$ cat config.mk
export PLATFORM = sky130hd
export DESIGN_NAME = axi_stream_pipeline_flat
export DESIGN_NICKNAME = d
export VERILOG_FILES = /design/src/rtl/axi_stream_pipeline_pkg.sv /design/src/rtl/axi_stream_pipeline_if.sv /design/src/rtl/axi_stream_pipeline_reg_stage.sv /design/src/rtl/axi_stream_pipeline.sv /design/src/flat_wrapper.sv
export SDC_FILE = /design/constraint.sdc
export NUM_CORES = 1
export LEC_CHECK = 0
export ABC_AREA = 1
export BUFFER_PORTS_ARGS = -buffer_cell sky130_fd_sc_hd__buf_2
export CAP_MARGIN = 40
export CORE_MARGIN = 2
export CORE_UTILIZATION = 50
export CTS_CLUSTER_DIAMETER = 100
export DETAILED_ROUTE_END_ITERATION = 8
export PLACE_DENSITY = 0.76
export SLEW_MARGIN = 20
export SYNTH_ARGS = -nofsm -noshare
export SYNTH_HDL_FRONTEND = slang
export SYNTH_HIERARCHICAL = 1
export SYNTH_SLANG_ARGS = --single-unit
export TNS_END_PERCENT = 5
$ cat constraint.sdc
create_clock -name clk_i -period 5.7 [get_ports clk_i]
set_input_delay 0.57 -clock clk_i [delete_from_list [all_inputs] [get_ports clk_i]]
set_output_delay 0.57 -clock clk_i [all_outputs]
set_load 0.005 [all_outputs]
$ cat src/rtl/axi_stream_pipeline_pkg.sv
// Shared types and constants for the RGB frame pipeline: beat widths,
// header FSM states and the beat record carried through the register slices.
package axi_stream_pipeline_pkg;

    localparam int unsigned DATA_W = 24;
    localparam int unsigned DIM_W  = 13;
    localparam int unsigned CNT_W  = 2 * DIM_W;

    typedef logic [CNT_W-1:0] cnt_t;
    typedef logic [DIM_W-1:0] dim_t;

    typedef enum logic [1:0] {
        HDR_X,
        HDR_Y,
        PIX
    } state_t;

    typedef struct packed {
        logic [DATA_W-1:0] data;
        logic              last;
    } beat_t;

endpackage

$ cat src/rtl/axi_stream_pipeline_if.sv
// AXI4-Stream beat bundle; master drives valid/last/data, slave drives ready.
interface axi_stream_pipeline_if;
    import axi_stream_pipeline_pkg::*;

    logic              tvalid;
    logic              tready;
    logic              tlast;
    logic [DATA_W-1:0] tdata;

    modport master (output tvalid, output tlast, output tdata, input tready);
    modport slave  (input tvalid, input tlast, input tdata, output tready);

endinterface

$ cat src/rtl/axi_stream_pipeline_reg_stage.sv
// One valid/ready register slice with a skid buffer: ready is a pure flop,
// so a stalled output never combinationally blocks the upstream stage.
module axis_reg_stage
    import axi_stream_pipeline_pkg::*;
(
    input  logic  clk_i,
    input  logic  rst_i,
    input  logic  s_valid_i,
    output logic  s_ready_o,
    input  beat_t s_beat_i,
    output logic  m_valid_o,
    input  logic  m_ready_i,
    output beat_t m_beat_o
);

    logic  out_valid_q, out_valid_d;
    beat_t out_beat_q, out_beat_d;
    logic  skid_valid_q, skid_valid_d;
    beat_t skid_beat_q, skid_beat_d;
    logic  s_acc;

    always_comb begin
        out_valid_d  = out_valid_q;
        out_beat_d   = out_beat_q;
        skid_valid_d = skid_valid_q;
        skid_beat_d  = skid_beat_q;
        s_acc        = s_valid_i && !skid_valid_q;

        if (!out_valid_q || m_ready_i) begin
            // Output slot frees up: a parked skid beat always goes first.
            if (skid_valid_q) begin
                out_valid_d  = 1'b1;
                out_beat_d   = skid_beat_q;
                skid_valid_d = 1'b0;
            end else begin
                out_valid_d = s_acc;
                if (s_acc) begin
                    out_beat_d = s_beat_i;
                end
            end
        end else if (s_acc) begin
            skid_valid_d = 1'b1;
            skid_beat_d  = s_beat_i;
        end
    end

    always_ff @(posedge clk_i) begin
        if (rst_i) begin
            out_valid_q  <= 1'b0;
            out_beat_q   <= '0;
            skid_valid_q <= 1'b0;
            skid_beat_q  <= '0;
        end else begin
            out_valid_q  <= out_valid_d;
            out_beat_q   <= out_beat_d;
            skid_valid_q <= skid_valid_d;
            skid_beat_q  <= skid_beat_d;
        end
    end

    assign s_ready_o = !skid_valid_q;
    assign m_valid_o = out_valid_q;
    assign m_beat_o  = out_beat_q;

endmodule

$ cat src/rtl/axi_stream_pipeline.sv
// Frame pipeline: consumes the Xsize/Ysize header, tags the final pixel with
// last, and pushes pixels through a chain of PIPE_STAGES register slices.
module axi_stream_pipeline
    import axi_stream_pipeline_pkg::*;
#(
    parameter int unsigned PIPE_STAGES = 2
) (
    input  logic                         clk_i,
    input  logic                         rst_i,
    axi_stream_pipeline_if.slave         s_axis,
    axi_stream_pipeline_if.master        m_axis
);

    state_t state_q, state_d;
    dim_t   x_q, x_d;
    cnt_t   total_q, total_d;
    cnt_t   cnt_q, cnt_d;
    logic   en_q;

    logic   tready;
    logic   in_xfer;
    logic   pix_last;
    dim_t   hdr_dim;
    logic   unused_tlast;

    logic [PIPE_STAGES:0] v;
    logic [PIPE_STAGES:0] r;
    beat_t                b [PIPE_STAGES+1];

    // Framing comes only from the header; upstream tlast carries no meaning here.
    assign unused_tlast = s_axis.tlast;

    assign tready   = en_q && r[0];
    assign in_xfer  = s_axis.tvalid && tready;
    assign hdr_dim  = s_axis.tdata[DIM_W-1:0];
    assign pix_last = (cnt_q == (total_q - cnt_t'(1)));

    always_comb begin
        state_d = state_q;
        x_d     = x_q;
        total_d = total_q;
        cnt_d   = cnt_q;

        case (state_q)
            HDR_X: begin
                if (in_xfer) begin
                    x_d     = hdr_dim;
                    state_d = HDR_Y;
                end
            end
            HDR_Y: begin
                if (in_xfer) begin
                    total_d = cnt_t'(x_q) * cnt_t'(hdr_dim);
                    cnt_d   = '0;
                    state_d = (total_d == '0) ? HDR_X : PIX;
                end
            end
            PIX: begin
                if (in_xfer) begin
                    if (pix_last) begin
                        cnt_d   = '0;
                        state_d = HDR_X;
                    end else begin
                        cnt_d = cnt_q + cnt_t'(1);
                    end
                end
            end
            default: state_d = HDR_X;
        endcase
    end

    always_ff @(posedge clk_i) begin
        if (rst_i) begin
            state_q <= HDR_X;
            x_q     <= '0;
            total_q <= '0;
            cnt_q   <= '0;
            en_q    <= 1'b0;
        end else begin
            state_q <= state_d;
            x_q     <= x_d;
            total_q <= total_d;
            cnt_q   <= cnt_d;
            en_q    <= 1'b1;
        end
    end

    assign v[0]         = s_axis.tvalid && en_q && (state_q == PIX);
    assign b[0].data    = s_axis.tdata;
    assign b[0].last    = pix_last;
    assign r[PIPE_STAGES] = m_axis.tready;

    for (genvar i = 0; i < PIPE_STAGES; i++) begin : g_stage
        axis_reg_stage u_stage (
            .clk_i     (clk_i),
            .rst_i     (rst_i),
            .s_valid_i (v[i]),
            .s_ready_o (r[i]),
            .s_beat_i  (b[i]),
            .m_valid_o (v[i+1]),
            .m_ready_i (r[i+1]),
            .m_beat_o  (b[i+1])
        );
    end

    assign s_axis.tready = tready;
    assign m_axis.tvalid = v[PIPE_STAGES];
    assign m_axis.tdata  = b[PIPE_STAGES].data;
    assign m_axis.tlast  = b[PIPE_STAGES].last;

endmodule

$ cat src/flat_wrapper.sv
// flat-port wrapper written by rule: the top's interface ports become plain ports
module axi_stream_pipeline_flat import axi_stream_pipeline_pkg::*;
#(
    parameter int unsigned PIPE_STAGES = 2
)
  (clk_i, rst_i, s_axis_tvalid, s_axis_tlast, s_axis_tdata, s_axis_tready, m_axis_tvalid, m_axis_tlast, m_axis_tdata, m_axis_tready);
  axi_stream_pipeline_if s_axis_i ();
  axi_stream_pipeline_if m_axis_i ();
  input  logic clk_i;
  input  logic rst_i;
  input wire logic [$bits(s_axis_i.tvalid)-1:0] s_axis_tvalid;
  input wire logic [$bits(s_axis_i.tlast)-1:0] s_axis_tlast;
  input wire logic [$bits(s_axis_i.tdata)-1:0] s_axis_tdata;
  output wire logic [$bits(s_axis_i.tready)-1:0] s_axis_tready;
  output wire logic [$bits(m_axis_i.tvalid)-1:0] m_axis_tvalid;
  output wire logic [$bits(m_axis_i.tlast)-1:0] m_axis_tlast;
  output wire logic [$bits(m_axis_i.tdata)-1:0] m_axis_tdata;
  input wire logic [$bits(m_axis_i.tready)-1:0] m_axis_tready;
  assign s_axis_i.tvalid = s_axis_tvalid;
  assign s_axis_i.tlast = s_axis_tlast;
  assign s_axis_i.tdata = s_axis_tdata;
  assign s_axis_tready = s_axis_i.tready;
  assign m_axis_tvalid = m_axis_i.tvalid;
  assign m_axis_tlast = m_axis_i.tlast;
  assign m_axis_tdata = m_axis_i.tdata;
  assign m_axis_i.tready = m_axis_tready;
  axi_stream_pipeline #(.PIPE_STAGES(PIPE_STAGES)) u_core (.clk_i(clk_i), .rst_i(rst_i), .s_axis(s_axis_i), .m_axis(m_axis_i));
endmodule
Word level (Yosys, flattened, before mapping)
Index checks and enable logic that the tools add are counted.
{"block": "totals", "regBits": 172, "in_bits": 29, "wordCells": 73}
{"block": "op_classes", "addsub": 2, "mul": 1, "n_eq_ne": 7, "n_mux": 17, "bitwise_logic": 2, "reduce_logical": 27}
{"operator": "25-bit two-way mux", "n": 4}
{"operator": "26-bit two-way mux", "n": 3}
{"operator": "26-bit case mux with 2 select lines", "n": 1}
{"operator": "26-bit by 1-bit adder with 26-bit output (second input constant)", "n": 1}
{"operator": "26-bit equality test", "n": 1}
{"operator": "26-bit zero test", "n": 1}
{"operator": "13-bit by 13-bit multiplier with 26-bit output", "n": 1}
{"operator": "26-bit by 1-bit subtractor with 26-bit output (second input constant)", "n": 1}
{"operator": "2-bit AND reduction", "n": 6}
{"operator": "2-bit two-way mux", "n": 5}
{"operator": "2-bit by 1-bit != test with 1-bit output (second input constant)", "n": 4}
{"operator": "1-bit logical AND", "n": 6}
{"operator": "2-bit case mux with 3 select lines", "n": 1}
{"operator": "2-bit nonzero test", "n": 3}
{"operator": "1-bit zero test", "n": 4}
{"operator": "4-bit AND reduction", "n": 1}
{"operator": "2-bit OR reduction", "n": 2}
{"operator": "1-bit two-way mux", "n": 3}
{"operator": "3-bit AND reduction", "n": 1}
{"operator": "2-bit by 1-bit equality test with 1-bit output (second input constant)", "n": 1}
{"operator": "2-bit equality test (second input constant)", "n": 1}
{"operator": "2-bit zero test", "n": 1}
{"operator": "1-bit logical OR", "n": 2}
{"operator": "1-bit inverter", "n": 2}

Logic depth before layout (Yosys ltp)
{"block": "logic_depth", "word_depth": 5, "depth_mapped": 29, "depth_no_buf": 28}

Modules after synthesis
Netlist, hierarchy kept.
{"module": "axi_stream_pipeline", "n_inst": 1, "cells_each": 1603, "area_each_um2": 10541.4}
{"module": "axis_reg_stage", "n_inst": 2, "cells_each": 389, "area_each_um2": 2489.9}

Worst setup path before layout
OpenSTA, ideal clock, no wires.
{"block": "synth_timing", "path_kind": "input-to-reg", "from": "input port s_axis_tdata[4]", "to": "register u_core.state_q[1]", "setup_time_ns": 0.137, "arrival_time_ns": 4.926, "setup_slack_ns": 0.637, "stages": 22, "n_path_buf": 1, "path_cell_list": "clkbuf_1 > nand2_1 > fa_1 > fa_1 > fa_1 > inv_1 > fa_1 > inv_1 > fa_1 > inv_1 > ha_1 > nand2_1 > nor2_1 > nand3_1 > nand3_1 > nand2_1 > nand2_1 > nand3_1 > nor3_1 > nand4_1 > nand2_1 > a21oi_1"}
{"block": "synth_via", "elab_chain_cells": 5}
{"item": "start: declaration", "line_no": "flat_wrapper.sv:13", "source": "input wire logic [$bits(s_axis_i.tdata)-1:0] s_axis_tdata;"}
{"item": "13-bit by 13-bit multiplier with 26-bit output", "line_no": "axi_stream_pipeline.sv:53", "source": "total_d = cnt_t'(x_q) * cnt_t'(hdr_dim);"}
{"item": "26-bit zero test", "line_no": "axi_stream_pipeline.sv:55", "source": "state_d = (total_d == '0) ? HDR_X : PIX;"}
{"item": "2-bit two-way mux", "line_no": "axi_stream_pipeline.sv:55"}
{"item": "2-bit two-way mux", "line_no": "axi_stream_pipeline.sv:52", "source": "if (in_xfer) begin"}
{"item": "2-bit case mux with 3 select lines", "line_no": "axi_stream_pipeline.sv:44", "source": "case (state_q)"}
{"item": "end signal: assignment", "line_no": "axi_stream_pipeline.sv:80", "source": "state_q <= state_d;"}
{"item": "end: declaration", "line_no": "axi_stream_pipeline.sv:14", "source": "state_t state_q, state_d;"}
Every way passes these cells. The select of a mux whose other input is x is not followed.
A chain may end at the register's enable or synchronous reset.

Final worst setup path
{"block": "layout_timing", "from": "register u_core.x_q[7]", "to": "register u_core.state_q[1]"}
{"block": "layout_via", "elab_chain_cells": 5}
{"item": "start: declaration", "line_no": "axi_stream_pipeline.sv:15", "source": "dim_t x_q, x_d;"}
{"item": "start signal: assignment", "line_no": "axi_stream_pipeline.sv:75", "source": "x_q <= '0;"}
{"item": "start signal: assignment", "line_no": "axi_stream_pipeline.sv:81", "source": "x_q <= x_d;"}
{"item": "13-bit by 13-bit multiplier with 26-bit output", "line_no": "axi_stream_pipeline.sv:53"}
{"item": "26-bit zero test", "line_no": "axi_stream_pipeline.sv:55"}
{"item": "2-bit two-way mux", "line_no": "axi_stream_pipeline.sv:55"}
{"item": "2-bit two-way mux", "line_no": "axi_stream_pipeline.sv:52"}
{"item": "2-bit case mux with 3 select lines", "line_no": "axi_stream_pipeline.sv:44"}
Every way passes these cells. The select of a mux whose other input is x is not followed.

==> out/metrics.csv <==
stage;metric;value;unit
clocking;CTS Buffer Depth;2;
grt;first-pass GRT wire length;61800;µm
drt;router iterations before antenna repair;5;
yosys;net count after synthesis;2604;
grt;initial antenna violation count;0;
floorplanning;Ports;56;
clocking;Clock transition at path regs;0.08;ns
yosys;Synth cell types;43;
placement;IO buf count;54;
yosys;Main synth FF type;dfxtp_1;
yosys;count of flip-flops with a built-in enable after synthesis;0;
drt;wire per inst;12.5;µm
yosys;synthesized instance count;2381;
pwr;Pwr Density;228;nW/µm²
timing;Worst slew margin;56.3;%
drt;via/cell ratio;4.96;
timing;Tightest Pin Transition;0.654;ns
clocking;CTS Hold Bufs;0;
grt;grt ovf;0;
critical_path;CP Capture Type;register;
yosys;Post-Synthesis Cell Area;15500;µm²
timing;# setup viols final;0;
floorplanning;die width;180;µm
critical_path;Critical Path AT;5.71;ns
min_path;hold path cells;5;
clocking;clock latency on the worst-skew pair;0.45;ns
yosys;ys async rst share;0;%
pwr;Leakage;0.00921;µW
pwr;Worst VDD drop;0.189;mV
drt;Total Wirelength;34900;µm
yosys;Synth area leader;dfxtp_1;
clocking;total CTS buffers;17;
timing;Final Critical Period;5.41;ns
layout;commonest non-fill, non-tap cell in the layout;nand2_1;
critical_path;Required @ worst endpoint;6.00;ns
run;Max-cap violations;0;
yosys;sequential-to-total area share from yosys stat;22.2;%
timing;Setup Skew;0.0169;ns
critical_path;worst-path maximum fanout;10;
floorplanning;initial core utilization;50.7;%
clocking;Root Buffer;clkbuf_16;
placement;post-detail-place hpwl;26700;µm
timing;maximum clock rate;185;MHz
critical_path;Register-to-Register Path Depth;21;
drt;First DRT Iteration DRCs;885;
yosys;YS warnings;6;
clocking;post-cts resize count;0;
layout;synthesis-to-layout area growth;7.09;%
timing;RSZ-0062 raised after global routing;no;
clocking;CTS tree;yes;
critical_path;Setup crit start kind;register;
floorplanning;die height;180;µm
grt;GRT Resource Usage Total;22.4;%
layout;Layout Nets;2612;
drt;via count;13881;
timing;Tcrit/Tclk final;94.9;%
grt;vias in the first global route;13610;
drt;Final ANT Viol Nets;0;
floorplanning;std cell rows;64;
timing;Final Max Tran Viols;0;
layout;layout cells sized above 1;7.54;%
drt;post-detailed-route DRC marker count;0;
clocking;TritonCTS sink count;172;
layout;Ant. Diodes;0;
floorplanning;CORE AREA;30600;µm²
critical_path;WS Path Type;reg -> reg;
yosys;flops & latches, synth;172;
layout;leading cell types in the layout, fill and taps excluded;678 x nand2_1, 477 x inv_1, 355 x nor2_1, 167 x dfxtp_1, 121 x fa_1;
min_path;hold crit path type;in -> reg;
floorplanning;Die ar.;32500;µm²
placement;Final GP Congestion;0.910;
grt;largest net degree at the start of global routing;52;
timing;Hold Vio Cnt, Final;0;
yosys;Synth area leaders;dfxtp_1 22%, nand2_1 16%, fa_1 16%, inv_1 12%, nor2_1 8.6%;
timing;Setup TNS;0;ns
clocking;H-tree depth;4;
pwr;total chip power;3790;µW
yosys;Avg Cell Area, Syn;6.52;µm²
clocking;Setup Fix Bufs, Post-CTS;0;
status;status;finished clean;
yosys;Yosys top cell area share;22.2;%
[sequential cells by signal, indices dropped and copies added, names as in the netlist]
| register | flops |
|---|---|
| u_core/en_q | 1 |
| u_core/total_q | 26 |
| u_core/g_stage.u_stage/m_valid_o | 2 |
| u_core/state_q | 2 |
| u_core/g_stage.u_stage/skid_valid_q | 2 |
| u_core/cnt_q | 26 |
| u_core/g_stage.u_stage/m_beat_o | 50 |
| u_core/x_q | 13 |
| u_core/g_stage.u_stage/skid_beat_q | 50 |
[Yosys cell counts, types with 4 or more instances]
library cell and number:
nand2_1 678, nand2_4 7, ha_1 73, fa_1 121, nor2_2 7, inv_2 6, o21ai_0 91, nand2_2 14
buf_2 14, dfxtp_1 172, a21oi_1 40, xor2_1 32, nor3_1 4, o211ai_1 12, o21bai_1 4, nand3b_1 8
xnor2_1 11, inv_1 477, nand3_1 104, nor2_1 355, nand4_1 29, nor2_4 8, buf_6 14, buf_1 5
clkbuf_1 54, buf_4 4, a21oi_2 10
[path summary, 6_finish.rpt]
check / start / to / slack (ns)
hold / removal: s_axis_tdata[17] / u_core/g_stage[0].u_stage/skid_beat_q[18] / 0.47
hold reg to reg: u_core/g_stage[1].u_stage/skid_beat_q[22] / u_core/g_stage[1].u_stage/skid_beat_q[22] / 0.48
setup / recovery: u_core/x_q[7] / u_core/state_q[1] / 0.29
setup reg to reg: u_core/x_q[7] / u_core/state_q[1] / 0.29
[routing by layer]
layer / up-vias / part of all wire [%] / global-route usage, %
met5: - / 0 / 0
li1: 7079 / - / -
met2: 390 / 49 / 39.3
met4: 0 / 2.2 / 7.32
met1: 6350 / 44 / 28.2
met3: 62 / 5.7 / 3.13
[report_power, final]
part / total, µW / switching, µW / internal [µW]
combinational: 1350 / 859 / 488
clock: 1200 / 596 / 600
sequential: 1250 / 35.4 / 1220
[through the flow]
step | area [µm²] | worst slack, ns | hold slack (ns) | utilization, % | std cells
2_1_floorplan | 15500 | 0.637 | 0.448 | - | 2381
3_3_place_gp | 16000 | 0.207 | 0.462 | 52.2 | 2763
3_5_place_dp | 16000 | 0.123 | 0.473 | 52.3 | 2766
4_1_cts | 16600 | 0.162 | 0.463 | 54.3 | 2798
5_1_grt | 16600 | 0.000597 | 0.481 | 54.3 | 2798
6_report | 16600 | 0.289 | 0.470 | 54.3 | 2798
[area by class of cell]
type                    count  area [µm²]
flip-flops and latches    172        3450
clock inverters            15         186
clock buffers              17         425
fillers                  2980       14000
repair buffers             82         492
inverters                 489        1840
well taps                 396         495
multi-input cells        1627        9730
[cell families (layout without fill, tap and decap cells)]
group | after synthesis | in the layout | synth area share, %
compound gates | 164 | 164 | 5.93
simple gates | 1225 | 1225 | 32.7
fa+ha+maj | 194 | 194 | 21.5
buf+inv | 582 | 603 | 15.1
flops | 172 | 172 | 22.2
xor+xnor | 44 | 44 | 2.57
[worst max-delay path, stage by stage, from the launching register on]
cell and delay [ns]:
dfxtp_1 0.62, nand2_1 0.15, fa_1 0.60, fa_1 0.46, fa_1 0.55, inv_1 0.05, fa_1 0.47, inv_1 0.05
fa_1 0.48, inv_1 0.06, ha_1 0.36, nand2_1 0.11, nor2_1 0.31, nand3_1 0.16, nand3_1 0.11, nand2_1 0.05
nand2_1 0.07, nand3_1 0.08, nor3_1 0.20, nand4_1 0.17, nand2_1 0.10, a21oi_1 0.07
Note: power is estimated with default switching activity, not from simulation.
